### config.mk
export PLATFORM = sky130hd
export DESIGN_NAME = booth_pp_accumulator_flat
export DESIGN_NICKNAME = d
export VERILOG_FILES = /design/src/rtl/booth_pp_accumulator_pkg.sv /design/src/rtl/booth_pp_accumulator_if.sv /design/src/rtl/booth_pp_accumulator_csa_3to2.sv /design/src/rtl/booth_pp_accumulator.sv /design/src/flat_wrapper.sv
export SDC_FILE = /design/constraint.sdc
export NUM_CORES = 1
export LEC_CHECK = 0
export CAP_MARGIN = 20
export CORE_MARGIN = 4
export CORE_UTILIZATION = 65
export DETAILED_ROUTE_END_ITERATION = 10
export DONT_BUFFER_PORTS = 1
export PLACE_DENSITY = 0.88
export REMOVE_ABC_BUFFERS = 1
export SETUP_SLACK_MARGIN = 0.05
export SLEW_MARGIN = 20
export SYNTH_ARGS = -nofsm -noshare
export SYNTH_HDL_FRONTEND = slang
export SYNTH_SLANG_ARGS = --single-unit
### constraint.sdc
create_clock -name clk -period 2.7 [get_ports clk]
set_clock_uncertainty 0.1 [all_clocks]
set_input_delay 0.54 -clock clk [delete_from_list [all_inputs] [get_ports clk]]
set_output_delay 0.54 -clock clk [all_outputs]
set_load 0.1 [all_outputs]
### src/rtl/booth_pp_accumulator_pkg.sv
// Shared constants, stage payload types and helpers for the Booth partial-product accumulator.
package booth_pkg;

    localparam int PP_W           = 32;
    localparam int PP_N           = 8;
    localparam int BOOTH_PIPE_LAT = 3;

    // S1 keeps four redundant vectors plus the negate-correction count.
    typedef struct packed {
        logic [3:0][PP_W-1:0] vec;
        logic [3:0]           corr;
    } s1_data_t;

    typedef struct packed {
        logic [PP_W-1:0] sum;
        logic [PP_W-1:0] carry;
    } s2_data_t;

    function automatic logic [3:0] popcount8(input logic [7:0] v);
        logic [3:0] n;
        n = '0;
        for (int i = 0; i < 8; i++) begin
            n = n + 4'(v[i]);
        end
        return n;
    endfunction

endpackage

### src/rtl/booth_pp_accumulator_if.sv
// Partial-product input handshake and product output handshake bundle.
interface booth_pp_accumulator_if;
    import booth_pkg::*;

    logic            in_valid;
    logic            in_ready;
    logic [PP_W-1:0] pp0;
    logic [PP_W-1:0] pp1;
    logic [PP_W-1:0] pp2;
    logic [PP_W-1:0] pp3;
    logic [PP_W-1:0] pp4;
    logic [PP_W-1:0] pp5;
    logic [PP_W-1:0] pp6;
    logic [PP_W-1:0] pp7;
    logic [PP_N-1:0] cout;
    logic            out_valid;
    logic            out_ready;
    logic [PP_W-1:0] product;

    modport master (
        output in_valid, pp0, pp1, pp2, pp3, pp4, pp5, pp6, pp7, cout, out_ready,
        input  in_ready, out_valid, product
    );

    modport slave (
        input  in_valid, pp0, pp1, pp2, pp3, pp4, pp5, pp6, pp7, cout, out_ready,
        output in_ready, out_valid, product
    );

endinterface

### src/rtl/booth_pp_accumulator_csa_3to2.sv
// One row of full adders: three words in, sum word and left-shifted carry word out.
module csa_3to2 #(
    parameter int W = 32
) (
    input  logic [W-1:0] a,
    input  logic [W-1:0] b,
    input  logic [W-1:0] c,
    output logic [W-1:0] sum,
    output logic [W-1:0] carry
);

    assign sum = a ^ b ^ c;
    // The carry out of the top bit falls off: all arithmetic is modulo 2^W.
    assign carry = ((a & b) | (a & c) | (b & c)) << 1;

endmodule

### src/rtl/booth_pp_accumulator.sv
// Three-stage carry-save reduction of eight Booth partial products plus the negate
// corrections into a single product, with elastic valid/ready flow control.
module booth_pp_accumulator #(
    parameter int PP_W = booth_pkg::PP_W,
    parameter int PP_N = booth_pkg::PP_N
) (
    input  logic                  clk,
    input  logic                  rst_n,
    booth_pp_accumulator_if.slave bus
);
    import booth_pkg::s1_data_t;
    import booth_pkg::s2_data_t;
    import booth_pkg::popcount8;

    if (PP_N != 8) begin : g_bad_pp_n
        $error("booth_pp_accumulator supports exactly 8 partial products");
    end
    if (PP_W != booth_pkg::PP_W) begin : g_bad_pp_w
        $error("booth_pp_accumulator width must match the interface width");
    end
    if (booth_pkg::BOOTH_PIPE_LAT != 3) begin : g_bad_lat
        $error("booth_pp_accumulator is built as a three-stage pipe");
    end

    logic     s1_v, s2_v, s3_v;
    logic     s1_load, s2_load, s3_load;
    s1_data_t s1_d, s1_q;
    s2_data_t s2_d, s2_q;
    logic [PP_W-1:0] product_q;

    logic [PP_W-1:0] a_s, a_c, b_s, b_c, c_s, c_c, d_s, d_c;
    logic [PP_W-1:0] e_s, e_c, f_s, f_c, g_s, g_c;
    logic [PP_W-1:0] corr_ext;

    // Each stage may advance when it is empty or its successor is advancing.
    assign s3_load = ~s3_v | bus.out_ready;
    assign s2_load = ~s2_v | s3_load;
    assign s1_load = ~s1_v | s2_load;

    assign bus.in_ready  = rst_n & s1_load;
    assign bus.out_valid = s3_v;
    assign bus.product   = product_q;

    csa_3to2 #(.W(PP_W)) u_csa_a (.a(bus.pp0), .b(bus.pp1), .c(bus.pp2), .sum(a_s), .carry(a_c));
    csa_3to2 #(.W(PP_W)) u_csa_b (.a(bus.pp3), .b(bus.pp4), .c(bus.pp5), .sum(b_s), .carry(b_c));
    csa_3to2 #(.W(PP_W)) u_csa_c (.a(a_s),     .b(a_c),     .c(b_s),     .sum(c_s), .carry(c_c));
    csa_3to2 #(.W(PP_W)) u_csa_d (.a(b_c),     .b(bus.pp6), .c(bus.pp7), .sum(d_s), .carry(d_c));

    always_comb begin
        s1_d        = '0;
        s1_d.vec[0] = c_s;
        s1_d.vec[1] = c_c;
        s1_d.vec[2] = d_s;
        s1_d.vec[3] = d_c;
        s1_d.corr   = popcount8(bus.cout);
    end

    always_ff @(posedge clk or negedge rst_n) begin
        if (!rst_n) begin
            s1_v <= 1'b0;
            s1_q <= '0;
        end else if (s1_load) begin
            s1_v <= bus.in_valid;
            if (bus.in_valid) begin
                s1_q <= s1_d;
            end
        end
    end

    // The correction count is at most 8, so it enters the tree as a small third operand.
    assign corr_ext = {{(PP_W-4){1'b0}}, s1_q.corr};

    csa_3to2 #(.W(PP_W)) u_csa_e (.a(s1_q.vec[0]), .b(s1_q.vec[1]), .c(s1_q.vec[2]), .sum(e_s), .carry(e_c));
    csa_3to2 #(.W(PP_W)) u_csa_f (.a(e_s),         .b(e_c),         .c(s1_q.vec[3]), .sum(f_s), .carry(f_c));
    csa_3to2 #(.W(PP_W)) u_csa_g (.a(f_s),         .b(f_c),         .c(corr_ext),    .sum(g_s), .carry(g_c));

    always_comb begin
        s2_d       = '0;
        s2_d.sum   = g_s;
        s2_d.carry = g_c;
    end

    always_ff @(posedge clk or negedge rst_n) begin
        if (!rst_n) begin
            s2_v <= 1'b0;
            s2_q <= '0;
        end else if (s2_load) begin
            s2_v <= s1_v;
            if (s1_v) begin
                s2_q <= s2_d;
            end
        end
    end

    // Final carry-propagate add; the register feeds the product port directly.
    always_ff @(posedge clk or negedge rst_n) begin
        if (!rst_n) begin
            s3_v      <= 1'b0;
            product_q <= '0;
        end else if (s3_load) begin
            s3_v <= s2_v;
            if (s2_v) begin
                product_q <= s2_q.sum + s2_q.carry;
            end
        end
    end

endmodule
### src/flat_wrapper.sv
// flat-port wrapper written by rule: the top's interface ports become plain ports
module booth_pp_accumulator_flat import booth_pkg::s1_data_t; import booth_pkg::s2_data_t; import booth_pkg::popcount8;
#(
    parameter int PP_W = booth_pkg::PP_W,
    parameter int PP_N = booth_pkg::PP_N
)
  (clk, rst_n, bus_in_valid, bus_pp0, bus_pp1, bus_pp2, bus_pp3, bus_pp4, bus_pp5, bus_pp6, bus_pp7, bus_cout, bus_out_ready, bus_in_ready, bus_out_valid, bus_product);
  booth_pp_accumulator_if bus_i ();
  input  logic clk;
  input  logic rst_n;
  input wire logic [$bits(bus_i.in_valid)-1:0] bus_in_valid;
  input wire logic [$bits(bus_i.pp0)-1:0] bus_pp0;
  input wire logic [$bits(bus_i.pp1)-1:0] bus_pp1;
  input wire logic [$bits(bus_i.pp2)-1:0] bus_pp2;
  input wire logic [$bits(bus_i.pp3)-1:0] bus_pp3;
  input wire logic [$bits(bus_i.pp4)-1:0] bus_pp4;
  input wire logic [$bits(bus_i.pp5)-1:0] bus_pp5;
  input wire logic [$bits(bus_i.pp6)-1:0] bus_pp6;
  input wire logic [$bits(bus_i.pp7)-1:0] bus_pp7;
  input wire logic [$bits(bus_i.cout)-1:0] bus_cout;
  input wire logic [$bits(bus_i.out_ready)-1:0] bus_out_ready;
  output wire logic [$bits(bus_i.in_ready)-1:0] bus_in_ready;
  output wire logic [$bits(bus_i.out_valid)-1:0] bus_out_valid;
  output wire logic [$bits(bus_i.product)-1:0] bus_product;
  assign bus_i.in_valid = bus_in_valid;
  assign bus_i.pp0 = bus_pp0;
  assign bus_i.pp1 = bus_pp1;
  assign bus_i.pp2 = bus_pp2;
  assign bus_i.pp3 = bus_pp3;
  assign bus_i.pp4 = bus_pp4;
  assign bus_i.pp5 = bus_pp5;
  assign bus_i.pp6 = bus_pp6;
  assign bus_i.pp7 = bus_pp7;
  assign bus_i.cout = bus_cout;
  assign bus_i.out_ready = bus_out_ready;
  assign bus_in_ready = bus_i.in_ready;
  assign bus_out_valid = bus_i.out_valid;
  assign bus_product = bus_i.product;
  booth_pp_accumulator #(.PP_W(PP_W), .PP_N(PP_N)) u_core (.clk(clk), .rst_n(rst_n), .bus(bus_i));
endmodule
==> out/qor.csv, run 1 <==
metric,value,unit
status,"complete, but fails checks",
violations,hold timing,
reg2regPathDepth,9,
powerDensity,1166,nW/µm²
wirelength,30620,µm
synth-main-ff-cell,dfrtp_1,
fin_crit,2654,ps
grt_first_pass_wirelength,51240,µm
hold_class,input pin to async pin,
synth_warnings,0,
drive_gt1_frac,0.1708,
synthCells,1336,
clk_pin_slew,60,ps
cts_max_level,1,
layout_commonest_cell,inv_1,
die_w,161.4,µm
rsz0062_at_grt,yes,
hold_viol_final,228,
dp_hpwl,23960,µm
numCtsBuffers,25,
pre_cts_ws,-394.6,ps
fin_nets,1890,
fin_crit_sh,0.9830,
required,3000,ps
ioPinCount,302,
drt-initial-drc-count,432,
setup_viol,0,
layout.cells.non_filler,1695,
final_antenna_net_count,0,
yosysSeqAreaShare,0.3732,
p_total,19.53,mW
max_freq,376.8,MHz
worst_slack,45.88,ps
slew_headroom,0.3512,
clock_path_buffers,3,
tightest_slew,973.2,ps
grt_pass1_vias,10750,
yosysUniqueCellTypes,62,
p_leak,8.218,nW
wire_per_inst,18.06,µm
rows,55,
placedCellCount,1652,
holdWs,-382.1,ps
clock-sinks,228,
drtPass1Iterations,4,
initial_core_util,0.6672,
clk_latency,510,ps
slew_viol_final,0,
num_vias,9308,
end_kind,flop,
synth_area,15290,µm²
root_buffer,clkbuf_16,
place_congestion,0.8928,
vias_per_cell,5.491,
area_growth,9.535,%
cts_tree,built,
path_class,flop to flop,
ys_async_sr_fraction,1.000,
final_cell_mix,"inv_1, dfrtp_1, fa_1",
track_usage,0.2426,
drc,0,
port_buffers,0,
ys_ff_latch,228,
die_h,161.4,µm
maxCapViolCount,0,
avgSynthCellArea,11.44,µm²
ir_drop,0.6748,mV
gr-total-overflow,0,
die_area,26040,µm²
worstSetupStartpointType,flop,
antenna_found_initial,0,
crit_fanout,3,
coreArea,22920,µm²
synth_edf_count,0,
grt_max_degree,230,
diodes,0,
crit_arrival,2950,ps
-- stage by stage --
| stage | area, µm² | util | hold slack, ps | setup TNS [ps] |
|---|---|---|---|---|
| after floorplan | 15090 | - | 144.4 | -334850 |
| after global placement | 15880 | 0.6931 | 152.5 | -543.3 |
| after detailed placement | 15880 | 0.6931 | 150.8 | -970.4 |
| after CTS | 16700 | 0.7289 | -400.2 | 0 |
| after global routing | 16750 | 0.7308 | -408.0 | -58.32 |
| final | 16750 | 0.7308 | -382.1 | 0 |
-- where the power goes --
part / switching (mW) / internal, mW / leakage (nW)
logic: 5.72 / 4.39 / 5.07
clock network: 1.34 / 2.03 / 0.392
registers: 1.38 / 4.67 / 2.76
total: 8.43 / 11.1 / 8.22
-- flip-flops by register name, summed over array words and instances, names as in the netlist --
register	count
u_core.s1_q	126
u_core.s2_q	63
u_core.bus.product	32
u_core.corr_ext	4
u_core.bus.out_valid	1
u_core.s1_v	1
u_core.s2_v	1
-- layout make-up --
cell class                      count  area (µm²)
Clock buffer                       33       675.6
Clock inverter                      8       118.9
Fill cell                        1559        6170
Inverter                          267        1002
Multi-Input combinational cell    799        8449
Sequential cell                   228        5705
Tap cell                          313       391.6
Timing Repair Buffer               47       402.9
-- worst paths after layout --
| kind | startpoint | endpoint | slack [ps] |
|---|---|---|---|
| min | rst_n | u_core.s1_q[37] | -380 |
| max reg2reg | u_core.s2_q[1] | u_core.bus.product[31] | 50 |
| max | u_core.s2_q[1] | u_core.bus.product[31] | 50 |
| min in group clk | bus_in_valid | u_core.s1_v | 40 |
| max in group asynchronous | rst_n | u_core.s2_q[27] | 2580 |
| min reg2reg | u_core.bus.product[12] | u_core.bus.product[12] | 380 |
-- layer usage --
metal | global-route usage | wire length [µm] | vias up
li1 | - | - | 4285
met1 | 0.2831 | 11110 | 4693
met4 | 0.06708 | 951 | 0
met2 | 0.4509 | 16690 | 264
met3 | 0.05486 | 1867 | 66
met5 | 0 | 0 | -
-- Yosys cell counts, types with 2 or more instances --
library cell | n | area share
o21a_1 | 2 | 0.00098
inv_1 | 267 | 0.066
o21ai_0 | 85 | 0.028
a21o_1 | 11 | 0.0054
clkbuf_1 | 20 | 0.0049
fa_1 | 189 | 0.25
nor3_1 | 5 | 0.0016
a21boi_0 | 2 | 0.00098
a21oi_2 | 3 | 0.0017
a211oi_1 | 2 | 0.00098
buf_1 | 6 | 0.0015
ha_1 | 65 | 0.053
and3_1 | 6 | 0.0025
nand3_1 | 7 | 0.0023
xnor2_1 | 23 | 0.013
o21ai_1 | 19 | 0.0062
nand2b_1 | 7 | 0.0029
buf_2 | 12 | 0.0039
o211ai_1 | 5 | 0.0025
mux2_2 | 127 | 0.094
a21boi_1 | 2 | 0.00098
a21oi_1 | 28 | 0.0092
nand4_1 | 6 | 0.0025
a31oi_1 | 7 | 0.0029
and2_1 | 3 | 0.0012
or3_1 | 3 | 0.0012
dfrtp_1 | 228 | 0.37
xor2_1 | 17 | 0.0097
buf_6 | 2 | 0.0015
o21bai_1 | 6 | 0.0029
nor2_1 | 15 | 0.0037
nand2_1 | 126 | 0.031
-- critical path, stage by stage (launching register included) --
cell and delay, ps:
dfrtp_1 390, ha_2 200, fa_2 350, a21o_1 190, a221o_2 410, a31oi_4 290
o221ai_4 170, a21oi_2 170, mux2i_1 180, o21ai_1 70
-- cell families after synthesis --
| group | Yosys count | share of synthesized area |
|---|---|---|
| and+or+nand+nor | 186 | 0.05426 |
| adders and majority gates | 254 | 0.3007 |
| buffers and inverters | 309 | 0.07840 |
| muxes | 128 | 0.09420 |
| xor gates and xnor gates | 40 | 0.02291 |
| DFF | 228 | 0.3732 |
| AOI/OAI and AO/OA | 191 | 0.07636 |
-- repair_timing --
item / 4_1_cts / 5_1_grt
hold endpoints to repair: 228 / 228
pin swaps: 5 / 9
setup buffers: 0 / 2
gates resized for setup: 4 / 7
setup endpoints to repair: 6 / 11
Power figures use the tool's default switching activity.
==> run 2, diff against run 1 <==
--- a/config.mk
+++ b/config.mk
@@ -13,7 +13,6 @@
 export PLACE_DENSITY = 0.88
 export REMOVE_ABC_BUFFERS = 1
 export SETUP_SLACK_MARGIN = 0.05
-export SLEW_MARGIN = 20
 export SYNTH_ARGS = -nofsm -noshare
 export SYNTH_HDL_FRONTEND = slang
 export SYNTH_SLANG_ARGS = --single-unit
==> results of run 2 <==
Same layout as run 1: the final DEF is identical, and so are final timing and power.
